<file path="src/rtl/eb_rr_arb.sv">
// Round-robin packet arbiter: N requester streams merged into one registered output stream.
// Once a packet starts, its source holds the output until the beat carrying t_last is taken.
module eb_rr_arb #(
   parameter int WIDTH = 8,
   parameter int N     = 4,
   parameter int SW    = 2
) (
   input  logic               clk,
   input  logic               reset,
   input  logic [N*WIDTH-1:0] t_data,
   input  logic [N-1:0]       t_valid,
   input  logic [N-1:0]       t_last,
   output logic [N-1:0]       t_ready,
   output logic [WIDTH-1:0]   i0_data,
   output logic               i0_last,
   output logic [SW-1:0]      i0_sel,
   output logic               i0_valid,
   input  logic               i0_ready,
   output logic               dbg_lock,
   output logic [SW-1:0]      dbg_ptr,
   output logic [SW-1:0]      dbg_lk
);

   // Handshake: a beat moves on any edge where valid and ready are both high; valid never
   // waits for ready, and ready here is a function of t_valid, i0_ready and state only.

   typedef enum logic {
      IDLE = 1'b0,
      LOCK = 1'b1
   } state_t;

   state_t        state_q, state_d;
   logic [SW-1:0] ptr_q, ptr_d;
   logic [SW-1:0] lk_q, lk_d;
   logic [SW-1:0] sel_rr, sel;
   logic          found_rr, have, xfer, load;
   int            j;

   assign load = ~i0_valid | i0_ready;

   // First valid requester at or after ptr, wrapping modulo N.
   always_comb begin
      found_rr = 1'b0;
      sel_rr   = '0;
      j        = 0;
      for (int i = 0; i < N; i++) begin
         j = int'(ptr_q) + i;
         if (j >= N) j = j - N;
         if (!found_rr && t_valid[j]) begin
            found_rr = 1'b1;
            sel_rr   = SW'(j);
         end
      end
   end

   always_comb begin
      state_d = state_q;
      ptr_d   = ptr_q;
      lk_d    = lk_q;
      sel     = sel_rr;
      have    = found_rr;
      t_ready = '0;
      if (state_q == LOCK) begin
         sel  = lk_q;
         have = t_valid[lk_q];
      end
      xfer = load & have & ~reset;
      for (int k = 0; k < N; k++) begin
         if (xfer && (sel == SW'(k))) t_ready[k] = 1'b1;
      end
      if (xfer) begin
         if (t_last[sel]) begin
            state_d = IDLE;
            ptr_d   = (sel == SW'(N - 1)) ? '0 : sel + SW'(1);
         end else begin
            state_d = LOCK;
            lk_d    = sel;
         end
      end
   end

   always_ff @(posedge clk) begin
      if (reset) begin
         state_q  <= IDLE;
         ptr_q    <= '0;
         lk_q     <= '0;
         i0_valid <= 1'b0;
         i0_data  <= '0;
         i0_last  <= 1'b0;
         i0_sel   <= '0;
      end else begin
         state_q <= state_d;
         ptr_q   <= ptr_d;
         lk_q    <= lk_d;
         if (load) begin
            i0_valid <= xfer;
            if (xfer) begin
               i0_data <= t_data[int'(sel)*WIDTH +: WIDTH];
               i0_last <= t_last[sel];
               i0_sel  <= sel;
            end
         end
      end
   end

   assign dbg_lock = (state_q == LOCK);
   assign dbg_ptr  = ptr_q;
   assign dbg_lk   = lk_q;

endmodule

</file>
<file path="config.mk">
export PLATFORM = sky130hd
export DESIGN_NAME = eb_rr_arb
export DESIGN_NICKNAME = d
export VERILOG_FILES = /design/src/rtl/eb_rr_arb.sv
export SDC_FILE = /design/constraint.sdc
export NUM_CORES = 1
export LEC_CHECK = 0
export BUFFER_PORTS_ARGS = -buffer_cell sky130_fd_sc_hd__buf_2
export CAP_MARGIN = 20
export CORE_AREA = 2 2 62 70
export DETAILED_ROUTE_END_ITERATION = 8
export DIE_AREA = 0 0 64 72
export GPL_TIMING_DRIVEN = 0
export RECOVER_POWER = 50
export SKIP_CTS_REPAIR_TIMING = 1
export SLEW_MARGIN = 5
export SYNTH_ARGS = -nofsm -noshare
export SYNTH_HDL_FRONTEND = slang
export SYNTH_SLANG_ARGS = --single-unit
</file>
<file path="constraint.sdc">
create_clock -name clk -period 4.3 [get_ports clk]
set_clock_uncertainty 0.15 [all_clocks]
set_input_delay 0.43 -clock clk [delete_from_list [all_inputs] [get_ports clk]]
set_output_delay 0.43 -clock clk [all_outputs]
set_load 0.05 [all_outputs]
</file>
==> impl_metrics.tcl, run 1 <==
set metrics [dict create \
    start_kind "register" \
    outcome "completed" \
    power.share.switching 0.504 \
    cp_slowest_cell "nor4_1" \
    die-width_um 64 \
    relSlewSlack 0.158 \
    drt_iter0_drc 31 \
    clockPowerShare 0.141 \
    wl_per_cell_um 13.2 \
    overflow 0 \
    rsz0062_at_grt "false" \
    powerDensity_nw_per_um2 555 \
    arrival_ns 2.80 \
    cts_max_path_buffers 2 \
    grt_pass1_wl_mm 5.19 \
    die_area_sq_um 4610 \
    core.rowCount 24 \
    hold_path_class "register to register" \
    preCtsSetupSlack_ns 1.47 \
    cpMostUsedCell "nand2_1" \
    io_pins 64 \
    synth_area_sq_um 1140 \
    fin_ws_ns 0.922 \
    ir_drop_v 0.000224 \
    vias 1198 \
    clock_sinks 17 \
    viasPerCell 4.97 \
    hold_viol 0 \
    htreeDepth 1 \
    critPathMaxStageDelay_ns 1.01 \
    synth_warnings 0 \
    routed_wl_mm 3.18 \
    period_share 0.786 \
    drive_gt1_frac 0.312 \
    clkTransAtPathRegs_ns 0.06 \
    yosys.area.top_type_share 0.297 \
    track_usage 0.140 \
    crit_chain "clkbuf_1, nand2_1, o22ai_1, nor4_1, nand2_1, nor2_1, buf_2" \
    start_util 0.296 \
    leakagePower_uw 0.000620 \
    synthFlopType "dfxtp_1" \
    power.net_switching_uw 427 \
    synth_cells 123 \
    fin_setup_tns_ns 0 \
    pwr-share-seq 0.274 \
    setup_viol 0 \
    dp_hpwl_mm 2.56 \
    fillers 433 \
    synth-edff-count 0 \
    max-cap-violations 0 \
    drcViolationCount 0 \
    maxSlewViolCount 0 \
    ys_seq_elements 17 \
    path_class "register to output port" \
    die_h_um 72 \
    postSynth.asyncResetShare 0 \
    drtAntennaViolNets 0 \
    gp_congestion 0.779 \
    grt_max_degree 11 \
    yosysTopAreaCell "dfxtp_1" \
    syn_avg_cell_area_sq_um 9.31 \
    crit_required_ns 3.72 \
    grt_antenna_before_repair 0 \
    antennaDiodeCount 0 \
    fin_crit_ns 3.38 \
    cts_tree "yes" \
    io_buffers 62 \
    cts-root-buf "clkbuf_8" \
    fmax_ghz 0.296 \
    cp-end-kind "output port" \
    grt_pass1_vias 1154 \
    ys_types 30 \
    synth_seq_area_share 0.297 \
    p_int_uw 420 \
    cts_buffers 3 \
    synth_area_leaders "dfxtp_1 30%, mux2i_1 18%, o221ai_1 6.9%" \
    ys_top_cells_by_count "21 x mux2i_1, 17 x dfxtp_1, 9 x nor2_1, 9 x o221ai_1" \
    area_delta_synth_final_pct 33.3 \
    core-area_sq_um 3870 \
    worstMarginPinSlew_ns 1.25 \
    combPwrFrac 0.584 \
    clock_latency_ns 0.25 \
    dr.pass1.iters 4 \
    mappedNetlistNets 166 \
    path_max_fanout 9 \
    num-nets-final 233 \
    synth_most_common_cell "mux2i_1" \
]
area by class of cell:
class                   instances  area, sq um  share of cell area
plain buffers                   8         41.3              0.0270
flip-flops and latches         17          340               0.223
clock buffers                   4         45.0              0.0295
multi-input cells              98          746               0.489
well taps                      52         65.1              0.0426
repair buffers                 62          289               0.189
through the flow:
step	hold slack, ns	total power, uW	cells	area, sq um	util
3_3_place_gp	0.291	747	237	1520	0.392
2_1_floorplan	0.480	631	123	1140	-
4_1_cts	0.308	870	241	1570	0.404
6_report	0.309	847	241	1530	0.394
3_5_place_dp	0.299	749	237	1520	0.392
5_1_grt	0.321	901	241	1530	0.394
power by group through the flow:
stage                     Clock [uW]  Combinational (uW)  Sequential (uW)
final                            120                 495              232
after global routing             131                 530              239
after CTS                        123                 516              232
after detailed placement           0                 514              235
after global placement             0                 514              234
after floorplan                    0                 244              388
cell families (layout without fill, tap and decap cells):
kind of cell,Yosys count,count (layout),share of synthesized area
simple gates,45,45,0.234
buf+inv,8,74,0.0361
flops,17,17,0.297
mux,26,26,0.245
compound gates,27,27,0.188
critical path: cells and delay by family, from the launching register on:
kind,cells,cell delay (ns)
AO/OA/AOI/OAI,1,0.12
buffers and inverters,2,0.50
AND/OR/NAND/NOR,4,1.61
flip-flops,1,0.31
cell usage in the layout, fill, tap and decap left out, types with 6 or more instances in the layout:
cell	synthesis	routed
buf_2	3	48
o221ai_1	9	9
nand2_1	6	6
mux2i_1	21	21
a21oi_1	8	8
nor2_1	9	10
dfxtp_1	17	17
nand3b_1	8	8
clkbuf_1	4	22
state kept, by name (all words and copies together) (netlist names):
signal,cells
dbg_ptr,2
dbg_lk,2
i0_valid,1
i0_sel,2
dbg_lock,1
i0_data,8
i0_last,1
layer usage:
layer,vias up,global-route usage,wire length [um]
li1,605,-,-
met1,529,0.180,1470
met2,62,0.234,1380
met3,2,0.0403,317
met4,0,0.0290,8
met5,-,0,0
final timing paths:
kind	startpoint	to	slack [ns]	depth (start not counted)
worst max-delay path	dbg_lock	t_ready[3]	0.92	7
worst min-delay path	i0_sel[1]	i0_sel[1]	0.31	2
worst max register to register	dbg_lock	i0_data[1]	1.45	6
worst min register to register	i0_sel[1]	i0_sel[1]	0.31	2
No activity file was read; power rests on OpenSTA's default activity.
==> run 2, diff against run 1 <==
- clock period: 4.3 -> 2.9 ns (I/O delays scaled with it)
==> run 2 against run 1 <==
Flip-flop and latch count unchanged. Non-clock buffer count unchanged. Clock power increased by 48%. Via count decreased by 1.0%. Sequential share of layout area decreased by 0.45 points. Critical endpoint is now t_ready[2]. Largest cell class unchanged.
==> impl_metrics.tcl, run 2 (synthesis results as in run 1) <==
set metrics [dict create \
    outcome "completed" \
    antennaDiodeCount 0 \
    wl_per_cell_um 13.3 \
    overflow 0 \
    largest_reg_flops 8 \
    grt_max_degree 11 \
    r2r_end "i0_data[6]" \
    reg2reg_depth 6 \
    core.rowCount 24 \
    dp_hpwl_mm 2.54 \
    maxSlewViolCount 0 \
    start_kind "register" \
    die_area_sq_um 4610 \
    routed_wl_mm 3.19 \
    ir_drop_v 0.000445 \
    die_h_um 72 \
    start_util 0.296 \
    drive_gt1_frac 0.333 \
    die-width_um 64 \
    hold_path.startpoint "t_data[5]" \
    clock_latency_ns 0.25 \
    endpoint "t_ready[2]" \
    ff2ff_setup_slack_ns 0.59 \
    viasPerCell 4.92 \
    leakagePower_uw 0.000630 \
    core-area_sq_um 3870 \
    placed_area_sq_um 1530 \
    crit_required_ns 2.46 \
    grt_pass1_wl_mm 5.20 \
    arrival_ns 2.29 \
    relSlewSlack 0.591 \
    clkTransAtPathRegs_ns 0.07 \
    hold_viol 0 \
    cts_buffers 3 \
    drtAntennaViolNets 0 \
    grt_antenna_before_repair 0 \
    vias 1186 \
    fin_ws_ns 0.172 \
    cp-end-kind "output port" \
    area_delta_synth_final_pct 36.1 \
    rsz0062_at_grt "false" \
    htreeDepth 1 \
    grt_pass1_vias 1175 \
    setup_viol 0 \
    preCtsSetupSlack_ns 0.290 \
    num-nets-final 233 \
    io_pins 64 \
    gp_congestion 0.722 \
    reg2reg_from "dbg_ptr[1]" \
    clock_sinks 17 \
    fmax_ghz 0.367 \
    top_register "i0_data" \
    fin_crit_ns 2.73 \
    worstHoldPathCells 3 \
    worstMarginPinSlew_ns 0.616 \
    stdcell_area_sq_um 1560 \
    max-cap-violations 0 \
    cts_max_path_buffers 2 \
    path_class "register to output port" \
    mostFrequentLayoutCell "buf_2" \
    io_buffers 62 \
    powerDensity_nw_per_um2 817 \
    dr.pass1.iters 4 \
    period_share 0.941 \
    cts-root-buf "clkbuf_8" \
    startpoint "dbg_lock" \
    layout_common_cells "46 x buf_2, 21 x mux2i_1, 21 x clkbuf_1" \
    track_usage 0.142 \
    drt_iter0_drc 29 \
    cts_tree "yes" \
    path_max_fanout 10 \
    hold_path_class "primary input to register" \
    drcViolationCount 0 \
]
run 2: cell counts in the layout (fill, tap and decap cells not counted):
No cell type changed its count.
run 2: worst min path at each step:
stage	to	slack [ns]
2_1_floorplan	i0_data[5]	0.34
3_3_place_gp	i0_sel[1]	0.29
3_5_place_dp	i0_sel[1]	0.30
4_1_cts	i0_data[5]	0.18
5_1_grt	i0_data[1]	0.21
6_report	i0_data[5]	0.18
run 2: power breakdown:
part / internal, uW / leakage [uW] / switching [uW]
logic: 234 / 0.000466 / 517
registers: 301 / 0.000141 / 43.0
clock network: 97.5 / 0.0000228 / 81.0
total: 632 / 0.000630 / 641
run 2: metrics by stage:
| step | power [uW] | hold slack, ns | utilization | instances | setup TNS (ns) |
|---|---|---|---|---|---|
| after floorplan | 942 | 0.340 | - | 123 | -0.0285 |
| after global placement | 1120 | 0.293 | 0.395 | 237 | 0 |
| after detailed placement | 1120 | 0.304 | 0.395 | 237 | 0 |
| after CTS | 1300 | 0.179 | 0.407 | 241 | 0 |
| after global routing | 1350 | 0.211 | 0.402 | 241 | 0 |
| final | 1270 | 0.178 | 0.402 | 241 | 0 |
run 2: cell type report:
cell class	count	area, sq um
well taps	52	65.1
flip-flops and latches	17	340
plain buffers	8	42.5
multi-input cells	98	771
repair buffers	62	294
clock buffers	4	45.0
fillers	423	2320
run 2: metal layers:
metal / routed length (um) / GRT usage
met2: 1520 / 0.245
met1: 1400 / 0.170
met3: 260 / 0.0341
met5: 0 / 0
met4: 16 / 0.0507
run 2: worst max-delay path, stage by stage (launching register included):
cell	delay, ns
dfxtp_1	0.31
clkbuf_2	0.19
nand2_1	0.16
o22ai_1	0.15
or4_1	0.48
clkbuf_1	0.18
buf_2	0.22
nor3_2	0.12
buf_4	0.22
==> run 3, diff against run 2 <==
- clock period: 2.9 -> 3.2 ns (I/O delays scaled with it)
==> run 3 against run 2 <==
Cell count stayed put. Hold slack better by 0.029 ns. Combinational power down 11%. Critical path depth did not move. Die area unchanged. Clock power is 9.6% lower. Flip-flop and latch count stayed put. Power shrank 10%. Largest power group unchanged.
==> impl_metrics.tcl, run 3 (synthesis results as in run 1) <==
set metrics [dict create \
    max-cap-violations 0 \
    maxSlewViolCount 0 \
    layout_common_cells "48 x buf_2, 22 x clkbuf_1, 21 x mux2i_1" \
    path_class "register to output port" \
    fin_crit_ns 2.88 \
    dr.pass1.iters 4 \
    core-area_sq_um 3870 \
    cts-root-buf "clkbuf_8" \
    pwr-share-seq 0.273 \
    fmax_ghz 0.348 \
    clockPowerShare 0.141 \
    drtAntennaViolNets 0 \
    relSlewSlack 0.592 \
    fillers 431 \
    period_share 0.899 \
    grt_max_degree 11 \
    crit_chain "clkbuf_1, nand2_1, o22ai_1, or4_1, clkbuf_1, buf_2, nor3_1, buf_2" \
    die-width_um 64 \
    leakagePower_uw 0.000623 \
    die_area_sq_um 4610 \
    track_usage 0.140 \
    cp_num_cells 8 \
    io_pins 64 \
    area_delta_synth_final_pct 34.6 \
    largest_reg_flops 8 \
    hold_viol 0 \
    path_max_fanout 10 \
    total_power_uw 1140 \
    clkTransAtPathRegs_ns 0.07 \
    cts_tree "yes" \
    cts_buffers 3 \
    crit_family "buffers and inverters" \
    start_util 0.296 \
    setup_viol 0 \
    clock_sinks 17 \
    placedCellCount 237 \
    fin_ws_ns 0.324 \
    power.net_switching_uw 576 \
    crit_required_ns 2.73 \
    wl_per_cell_um 13.2 \
    cts_max_path_buffers 2 \
    core.rowCount 24 \
    drt_iter0_drc 31 \
    combPwrFrac 0.586 \
    reg2reg_depth 7 \
    overflow 0 \
    power.share.switching 0.504 \
    worstHoldPathCells 3 \
    p_int_uw 566 \
    antennaDiodeCount 0 \
    worst-path-buf-inv 4 \
    preCtsSetupSlack_ns 0.584 \
    grt_pass1_vias 1154 \
    fin_util 0.398 \
    powerDensity_nw_per_um2 741 \
    vias 1194 \
    outcome "completed" \
    num-nets-final 233 \
    grt_antenna_before_repair 0 \
    routed_wl_mm 3.17 \
    io_buffers 62 \
    cp_slowest_cell "or4_1" \
    drive_gt1_frac 0.317 \
    hold_path_class "primary input to register" \
    top_register "i0_data" \
    ir_drop_v 0.000302 \
    fin_setup_tns_ns 0 \
    die_h_um 72 \
    mostFrequentLayoutCell "buf_2" \
    critPathMaxStageDelay_ns 0.48 \
    multi_input_area_sq_um 761 \
    worstMarginPinSlew_ns 0.615 \
    viasPerCell 4.95 \
    clock_latency_ns 0.25 \
    fin_cells 241 \
    start_kind "register" \
    dp_hpwl_mm 2.56 \
    arrival_ns 2.41 \
    gp_congestion 0.779 \
    grt_pass1_wl_mm 5.19 \
    cp-end-kind "output port" \
    htreeDepth 1 \
    drcViolationCount 0 \
    rsz0062_at_grt "false" \
    ff_latch_area_sq_um 340 \
]
[run 3: tightest hold or removal path, stage by stage]
cell and delay, ns:
buf_2 0.07, mux2i_1 0.05, o221ai_1 0.13
[run 3: final cells by class]
cell class,instances,share of cell area
Multi-Input combinational cell,98,0.494
Buffer,8,0.0268
Sequential cell,17,0.221
Timing Repair Buffer,62,0.187
Clock buffer,4,0.0292
Tap cell,52,0.0422
[run 3: final timing paths]
| check | startpoint | slack, ns | to |
|---|---|---|---|
| setup / recovery | dbg_lock | 0.32 | t_ready[2] |
| hold / removal | t_data[5] | 0.21 | i0_data[5] |
| setup reg to reg | dbg_ptr[1] | 0.87 | dbg_ptr[1] |
| hold reg to reg | i0_sel[1] | 0.31 | i0_sel[1] |
[run 3: layer usage]
layer  track usage  vias up  wire length, um
li1              -      604                -
met1         0.180      528             1480
met2         0.234       60             1370
met3        0.0403        2              316
met4        0.0290        0                8
met5             0        -                0
[run 3: power by group through the flow]
stage,Clock (uW),Sequential [uW],Combinational [uW]
floorplan,0,521,327
global placement,0,314,690
detailed placement,0,316,691
CTS,165,311,693
global route,176,321,717
finish,161,312,669
[run 3: through the flow]
step / instance area (sq um) / hold WS [ns]
final: 1540 / 0.207
after global routing: 1540 / 0.211
after CTS: 1570 / 0.210
after detailed placement: 1520 / 0.299
after global placement: 1520 / 0.291
after floorplan: 1140 / 0.370
